==> src/rtl/grf_wb_trace.sv <==
// Architectural register file fed by the writeback stream, with two bypassed
// combinational read ports and a small trace FIFO drained by a valid/ready sink.
module grf_wb_trace #(
    parameter int TRACE_DEPTH = 4,
    parameter int PTR_W       = 2
) (
    input  logic        clk,
    input  logic        reset,
    input  logic        RegWrite,
    input  logic [4:0]  RegWriteAddr,
    input  logic [31:0] RegWriteData,
    input  logic [31:0] WbPC,
    input  logic [4:0]  RA1,
    input  logic [4:0]  RA2,
    output logic [31:0] RD1,
    output logic [31:0] RD2,
    output logic        trace_valid,
    input  logic        trace_ready,
    output logic [31:0] trace_pc,
    output logic [4:0]  trace_addr,
    output logic [31:0] trace_data,
    output logic        trace_full,
    output logic        trace_overflow
);

    localparam logic [PTR_W:0] DEPTH_C = (PTR_W+1)'(TRACE_DEPTH);

    // ---------------- register file ----------------
    logic [31:0] regs_q [32];
    logic        reg_we;
    logic        byp_en;

    assign reg_we = RegWrite && (RegWriteAddr != 5'd0);
    // Bypass is suppressed while reset is held so reads are 0 immediately.
    assign byp_en = RegWrite && reset;

    always_ff @(posedge clk or negedge reset) begin
        if (!reset) begin
            for (int i = 0; i < 32; i++) regs_q[i] <= '0;
        end else if (reg_we) begin
            regs_q[RegWriteAddr] <= RegWriteData;
        end
    end

    always_comb begin
        RD1 = '0;
        if (RA1 != 5'd0)
            RD1 = (byp_en && RegWriteAddr == RA1) ? RegWriteData : regs_q[RA1];
    end

    always_comb begin
        RD2 = '0;
        if (RA2 != 5'd0)
            RD2 = (byp_en && RegWriteAddr == RA2) ? RegWriteData : regs_q[RA2];
    end

    // ---------------- trace FIFO ----------------
    logic [31:0]      pc_mem_q   [TRACE_DEPTH];
    logic [4:0]       addr_mem_q [TRACE_DEPTH];
    logic [31:0]      data_mem_q [TRACE_DEPTH];
    logic [PTR_W-1:0] wr_ptr_q, wr_ptr_d;
    logic [PTR_W-1:0] rd_ptr_q, rd_ptr_d;
    logic [PTR_W:0]   count_q, count_d;
    logic             ovf_q, ovf_d;
    logic             fifo_valid, fifo_full;
    logic             push, pop, drop;

    assign fifo_valid = (count_q != '0);
    assign fifo_full  = (count_q == DEPTH_C);
    assign pop        = fifo_valid && trace_ready;
    // A pop in the same cycle frees the slot, so a full FIFO still accepts.
    assign push       = RegWrite && (!fifo_full || pop);
    assign drop       = RegWrite && fifo_full && !pop;

    always_comb begin
        wr_ptr_d = wr_ptr_q;
        rd_ptr_d = rd_ptr_q;
        count_d  = count_q;
        ovf_d    = ovf_q | drop;
        if (push) wr_ptr_d = wr_ptr_q + PTR_W'(1);
        if (pop)  rd_ptr_d = rd_ptr_q + PTR_W'(1);
        case ({push, pop})
            2'b10:   count_d = count_q + (PTR_W+1)'(1);
            2'b01:   count_d = count_q - (PTR_W+1)'(1);
            default: count_d = count_q;
        endcase
    end

    always_ff @(posedge clk or negedge reset) begin
        if (!reset) begin
            wr_ptr_q <= '0;
            rd_ptr_q <= '0;
            count_q  <= '0;
            ovf_q    <= 1'b0;
        end else begin
            wr_ptr_q <= wr_ptr_d;
            rd_ptr_q <= rd_ptr_d;
            count_q  <= count_d;
            ovf_q    <= ovf_d;
        end
    end

    always_ff @(posedge clk or negedge reset) begin
        if (!reset) begin
            for (int i = 0; i < TRACE_DEPTH; i++) begin
                pc_mem_q[i]   <= '0;
                addr_mem_q[i] <= '0;
                data_mem_q[i] <= '0;
            end
        end else if (push) begin
            pc_mem_q[wr_ptr_q]   <= WbPC;
            addr_mem_q[wr_ptr_q] <= RegWriteAddr;
            data_mem_q[wr_ptr_q] <= RegWriteData;
        end
    end

    assign trace_valid    = fifo_valid;
    assign trace_full     = fifo_full;
    assign trace_overflow = ovf_q;
    assign trace_pc       = fifo_valid ? pc_mem_q[rd_ptr_q]   : '0;
    assign trace_addr     = fifo_valid ? addr_mem_q[rd_ptr_q] : '0;
    assign trace_data     = fifo_valid ? data_mem_q[rd_ptr_q] : '0;

endmodule

==> config.mk <==
export PLATFORM = sky130hd
export DESIGN_NAME = grf_wb_trace
export DESIGN_NICKNAME = d
export VERILOG_FILES = /design/src/rtl/grf_wb_trace.sv
export SDC_FILE = /design/constraint.sdc
export NUM_CORES = 2
export LEC_CHECK = 0
export ABC_CLOCK_PERIOD_IN_PS = 4000
export CORE_ASPECT_RATIO = 0.75
export CORE_MARGIN = 8
export CORE_UTILIZATION = 45
export DETAILED_ROUTE_END_ITERATION = 10
export PLACE_DENSITY = 0.61
export SLEW_MARGIN = 0
export SYNTH_ARGS = -nofsm -noshare
export SYNTH_HDL_FRONTEND = slang
export SYNTH_SLANG_ARGS = --single-unit
==> constraint.sdc <==
create_clock -name clk -period 4 [get_ports clk]
set_input_delay 1 -clock clk [delete_from_list [all_inputs] [get_ports clk]]
set_output_delay 1 -clock clk [all_outputs]
set_load 0.02 [all_outputs]
Word-level counts from Yosys, hierarchy flattened
Index checks and enable logic that the tools add are counted.

Logic and storage cells: 121. Memories kept: 0. Bits of input ports: 83. RAM bits: 0. Output and inout port bits: 136. Register bits after elaboration: 1308. Memory bits (read-only): 0. Bits in latches: 0.

Bitwise gates (word level): 6. Divide/modulo/power cells: 0. Eq/ne operators: 5. Shifts and indexed selects: 0. Magnitude comparators: 7. Muxes and demuxes: 33. Reduce and logical (&&, ||, !) cells: 18. Multipliers: 0. Add/subtract/negate cells: 4.

Operators by type and width (count): bitwise mux 1024 bit (1); 2-to-1 mux 32 bit (16); binary-select mux 32 bit (select 5 bit) (2); bitwise mux 128 bit (2); demux 32 bit (select 5 bit) (1); binary-select mux 32 bit (select 2 bit) (2); demux 32 bit (select 2 bit) (1); bitwise mux 20 bit (1); 2-to-1 mux 5 bit (4); greater-or-equal comparator 6 bit, second input constant (3); NOT 5 -> 6 bit (3); nonzero test 5 bit (3); binary-select mux 5 bit (select 2 bit) (1); demux 5 bit (select 2 bit) (1); equality test 5 bit (2); logical AND 1 bit (10); greater-or-equal comparator 3 bit, second input constant (2); less-than comparator 6 x 1 -> 1 bit, second input constant (1); NOT 2 -> 3 bit (2); one-hot mux 3 bit (2 select lines) (1); adder 2 x 1 -> 2 bit, second input constant (2); adder 3 x 1 -> 3 bit, second input constant (1); equality test 3 bit, second input constant (1); less-than comparator 3 x 1 -> 1 bit, second input constant (1); other kinds (8) (9).

Logic depth before layout (Yosys ltp)
Word-level depth: 6. Gate-level depth with buffers: 10.

Least setup slack after synthesis
No wires, ideal clock.

Kind: input to output. Start point: input RA2[0]. End point: output RD2[27]. Arrival time: 2.794 ns. Slack: 0.206 ns. Cell stages on the path: 9. Path buffers: 5. Cell sequence: buf_6 -> buf_8 -> buf_6 -> buf_6 -> buf_4 -> a211oi_1 -> a2111oi_0 -> a211oi_1 -> nor3_1.

Cells in the longest elaborated chain, start to end: 6. Elaborated cells between the ends (all ways): 9.

RTL lines: start, declared (RTL line 14) `input logic [4:0] RA2,`; NOT 5 -> 6 bit (implied by the code) (RTL line 54) `RD2 = (byp_en && RegWriteAddr == RA2) ? RegWriteData : regs_q[RA2];`; binary-select mux 32 bit (select 5 bit) (RTL line 54); 2-to-1 mux 32 bit (implied by the code) (2 in a row) (RTL line 54); 2-to-1 mux 32 bit (RTL line 54); 2-to-1 mux 32 bit (*) (RTL line 53) `if (RA2 != 5'd0)`; end, declared (RTL line 16) `output logic [31:0] RD2,`.

Every way passes the cells marked *; elsewhere a longest branch is shown, timed or not. The select of a mux whose other input is x is not followed.

Worst setup path after layout
Start point: input RA2[0]. End point: output RD2[15].

Same word-level chain as after synthesis.

==> metrics list <==
- From left edge to right edge, the die measures 465 µm.
- DRC marker count from the first detailed-route iteration: just over 5000
* I/O Pins: approximately 220
- The filler cells instantiated in the layout total between 10000 and 15000.
* TNS Setup: -2.71 ns
- Port buffering added ~220 buffers.
* Destination of the worst hold path: regs_q[1018]$_DFFE_PN0P_
* Via count of the first global-routing pass: 47574
* Logic depth of the worst register-to-register path: 9
- Shortest clock period the worst path allows after layout: approximately 4.2 ns
- Count of hold buffers inserted by post-cts repair: 0
* HP Class: flip-flop to flip-flop
- TritonCTS built the clock tree.
* CTS clk-pin slew, worst paths: approximately 0.060 ns
* Share of power burned in combinational logic: about a third
* Post-detail-place hpwl: 156000 µm
- The run finished, with violations left.
- After layout, the design draws a total of 47.7 mW.
- Internal cell power: approximately 33 mW
- Count of flip-flops with a built-in enable after synthesis: 0
- Of the total power, the share spent switching nets is roughly 31%.
- The worst setup path is launched from an input pin.
- Fraction of registers with async set/reset: 100%
- The worst pin sits at a relative slew slack of between 30% and 40%.
- Yosys top cell area share: about half
- Failing checks: setup timing
* Relative contribution of the clock network to total power: 28.1%
- The routed layout has approximately 47000 vias.
- The net count of the finished layout is approximately 5300.
- For the pin with the worst max-slew slack, the measured transition is ~1.0 ns.
- The clock tree synthesis step divided the H-tree into 4 levels.
- LEAKAGE: about 36 nW
- At the worst endpoint, the required time is 3.00 ns.
- From synthesis to final layout, the design area changed by 23.8%.
- Number of buffers created by CTS: between 100 and 150
- The initial utilization of the core area, before any placement, comes to 45.3%.
- Fraction of final layout cells with drive strength greater than 1: a little under three fifths
* Cell area after synthesis: around 68000 µm²
- Vias/cell: approximately 6.5
- Number of nets still failing antenna checks after routing: 0
- Main flop type after synthesis: sky130_fd_sc_hd__dfrtp_1
- Launch point of the worst reg-to-reg path: count_q[2]$_DFFE_PN0P_
* Layout Skew: 0.0284 ns
- Maximum clock frequency: 239 MHz
- Setup violations remaining at the end of the flow were counted as 33.
- The endpoint identified for the worst register-to-register timing path is count_q[2]$_DFFE_PN0P_.
- Along the worst path, the maximum fanout reaches 8.
* Library cells used by synthesis: 61
- RSZ-0062 raised after global routing: yes
* Count of final max-slew check failures: 0
* Top cell type by total area after synthesis: sky130_fd_sc_hd__dfrtp_1
* Mean routed wirelength per cell: between 30 and 40 µm
- Hold path startpoint: regs_q[1018]$_DFFE_PN0P_
- Summing the sequential cell areas from Yosys gives 48.2% of the chip area.
* Synthesized instance count: about 4700
* Net count after synthesis: around 4800
- FP Rows: about 120
* Master cell of the clock root buffer: sky130_fd_sc_hd__clkbuf_16
- Iteration count of the initial detailed-routing pass: 7
- For this design the total switching power over the nets is approximately 15 mW.
- Mean post-synth cell area: 14.5 µm²
- The number of failing hold endpoints at the final stage came to 0.
* Sink count of the clock tree: approximately 1300
- First-pass GRT wire length: around 350000 µm
- After detailed routing, the number of remaining DRC violations is 0.
* Reg-to-reg setup timing slack: about 1.4 ns
* Overall global routing resource usage: a little under 30%
- The die covers roughly 160000 µm².
* Ratio of final minimum period to clock period: 105%
- Entering global routing, the biggest net connects 169 pins.
- The die is around 350 µm tall.
- Routability-driven placement finished with a final weighted congestion of ~0.9.
* Synthesis warning total: 0
* Final setup slack of the worst path: -0.182 ns
- Maximum resistive drop on vdd: around 0.42 mV
- The worst setup path is captured at an output port.
* Antenna violations before repair: 6
- Register share of total power: 39.7%
* Max-cap viol count: 0
* WHS Path Cells: 0
- Clk Latency, worst-skew pair: around 0.79 ns
* Power density normalized to cell area: 567 nW/µm²
* Kind of critical path: input pin to output port
- The clock passes through at most 3 buffers.
- Global routing finished with a remaining overflow of 0.
* Floorplan core area: roughly 150000 µm²
- For this block, the routed nets add up to approximately 240000 µm of wire.
- Total of flip-flops plus latches after synthesis: 1308
- STA puts the critical path data arrival time at between 3 and 4 ns.
- Sorting the synthesized cells by area gives the leading types as sky130_fd_sc_hd__dfrtp_1 48%, sky130_fd_sc_hd__mux2_2 21%, sky130_fd_sc_hd__mux4_2 16%.
[cell families after synthesis]
| group | count (synthesis) | share of synthesized area [%] |
|---|---|---|
| compound gates | 463 | 4.84 |
| simple gates | 371 | 2.79 |
| flops | 1308 | 48.2 |
| fa+ha+maj | 5 | 0.103 |
| xor+xnor | 15 | 0.204 |
| mux | 1982 | 40.2 |
| buf+inv | 530 | 3.63 |
[power groups by stage]
stage / Combinational [mW] / Clock (mW) / Sequential (mW)
after global routing: 16.2 / 14.2 / 19.3
after detailed placement: 14.9 / 0 / 19.0
final: 15.3 / 13.4 / 18.9
after global placement: 14.6 / 0 / 18.9
after CTS: 15.2 / 13.6 / 18.8
after floorplan: 9.86 / 0 / 18.2
[critical path, stage by stage]
cell	delay [ns]
sky130_fd_sc_hd__buf_16	0.14
sky130_fd_sc_hd__buf_16	0.17
sky130_fd_sc_hd__buf_12	0.13
sky130_fd_sc_hd__buf_12	0.13
sky130_fd_sc_hd__buf_6	0.11
sky130_fd_sc_hd__mux2i_1	0.11
sky130_fd_sc_hd__a22oi_1	0.13
sky130_fd_sc_hd__o21ai_1	0.09
sky130_fd_sc_hd__nor4_2	0.44
sky130_fd_sc_hd__nor3_2	0.12
sky130_fd_sc_hd__nor3_2	0.29
sky130_fd_sc_hd__buf_4	0.19
sky130_fd_sc_hd__buf_6	0.11
[synth_stat cells, types with 6 or more instances]
master	n
sky130_fd_sc_hd__o211ai_1	31
sky130_fd_sc_hd__buf_6	15
sky130_fd_sc_hd__buf_1	91
sky130_fd_sc_hd__mux2_1	18
sky130_fd_sc_hd__a221oi_1	44
sky130_fd_sc_hd__and2_1	74
sky130_fd_sc_hd__a22oi_1	84
sky130_fd_sc_hd__xnor2_1	11
sky130_fd_sc_hd__nor2b_1	27
sky130_fd_sc_hd__nand2_1	72
sky130_fd_sc_hd__clkbuf_1	230
sky130_fd_sc_hd__a211oi_1	39
sky130_fd_sc_hd__nor4_1	7
sky130_fd_sc_hd__inv_1	9
sky130_fd_sc_hd__o32ai_1	9
sky130_fd_sc_hd__o22a_1	11
sky130_fd_sc_hd__nor3_1	45
sky130_fd_sc_hd__o21ai_0	73
sky130_fd_sc_hd__a221o_1	30
sky130_fd_sc_hd__o22ai_1	49
sky130_fd_sc_hd__mux2i_1	228
sky130_fd_sc_hd__a21oi_1	52
sky130_fd_sc_hd__dfrtp_1	1308
sky130_fd_sc_hd__mux4_2	471
sky130_fd_sc_hd__nand3_1	10
sky130_fd_sc_hd__buf_2	141
sky130_fd_sc_hd__mux2_2	1265
sky130_fd_sc_hd__a31oi_1	11
sky130_fd_sc_hd__buf_4	40
sky130_fd_sc_hd__o32a_1	6
sky130_fd_sc_hd__nor3b_1	6
sky130_fd_sc_hd__nor2_1	89
sky130_fd_sc_hd__and3_1	12
[how the worst max path moves through the flow]
stage / start / end / slack (ns) / cells past startpoint
global route: RA1[1] / RD1[31] / -0.18 / 12
global placement: RegWriteAddr[3] / RD2[18] / -0.88 / 9
detailed placement: RegWriteAddr[3] / RD2[18] / -0.89 / 9
CTS: RA2[0] / RD2[20] / -0.15 / 8
finish: RA2[0] / RD2[15] / -0.18 / 13
floorplan: RA2[0] / RD2[27] / 0.21 / 9
[registers in the layout, indices dropped and copies added (netlist names)]
register	flops
addr_mem_q	20
count_q	3
rd_ptr_q	2
wr_ptr_q	2
pc_mem_q	128
regs_q	1024
data_mem_q	128
trace_overflow	1
[area by class of cell]
class	count	area (µm²)	area share [%]
multi-input combinational	2836	34000	40.4
sequential	1308	32700	38.9
timing repair buffer	911	10100	12.1
clock buffer	205	4130	4.91
tap	2000	2500	2.97
clock inverter	47	573	0.681
inverter	10	40.0	0.0476
antenna	1	2.50	0.00297
[layout by cell type, fill, tap and decap left out, drive strengths merged, types with 8 or more instances in the layout]
cell type	netlist	layout
mux2	1283	1283
a221o	30	30
nor2b	27	27
a31oi	11	11
mux4	471	471
nor2	91	91
clkinv	0	31
nand3	10	10
a211oi	39	39
nor3	45	45
dlygate4sd2	0	8
clkdlybuf4s50	0	132
o21ai	75	75
a221oi	44	44
o22ai	49	49
o22a	11	11
xnor2	12	12
and3	12	12
mux2i	228	228
o32ai	9	9
and2	74	74
clkbuf	230	219
dfrtp	1308	1308
buf	290	745
bufinv	0	8
o211ai	31	31
a21oi	52	52
a22oi	84	84
inv	10	15
nand2	72	72
[metrics by stage]
step | worst slack, ns | utilization, % | hold slack, ns | instances | area, µm²
finish | -0.182 | 56.1 | 0.398 | 7318 | 84100
CTS | -0.149 | 55.1 | 0.397 | 7248 | 82700
global placement | -0.883 | 50.7 | 0.379 | 6921 | 75900
floorplan | 0.206 | - | 0.441 | 4674 | 67900
global route | -0.184 | 56.1 | 0.411 | 7317 | 84100
detailed placement | -0.891 | 50.7 | 0.383 | 6921 | 75900
[per-layer routing]
metal	part of all wire (%)	GRT usage [%]	up-vias	routed length, µm
met5	0	0	-	0
met4	4.2	11.6	0	10300
met3	9.7	7.89	522	23500
met2	44	42.6	2321	107000
met1	42	40.7	25428	102000
li1	-	-	18979	-
[timing repair]
action / 4_1_cts / 5_1_grt
buffers inserted: 67 / 74
endpoints found under the setup margin: 114 / 62
pin swaps: 55 / 87
resized for setup: 368 / 200
gates cloned: 13 / 9
Note: power is estimated with default switching activity, not from simulation.
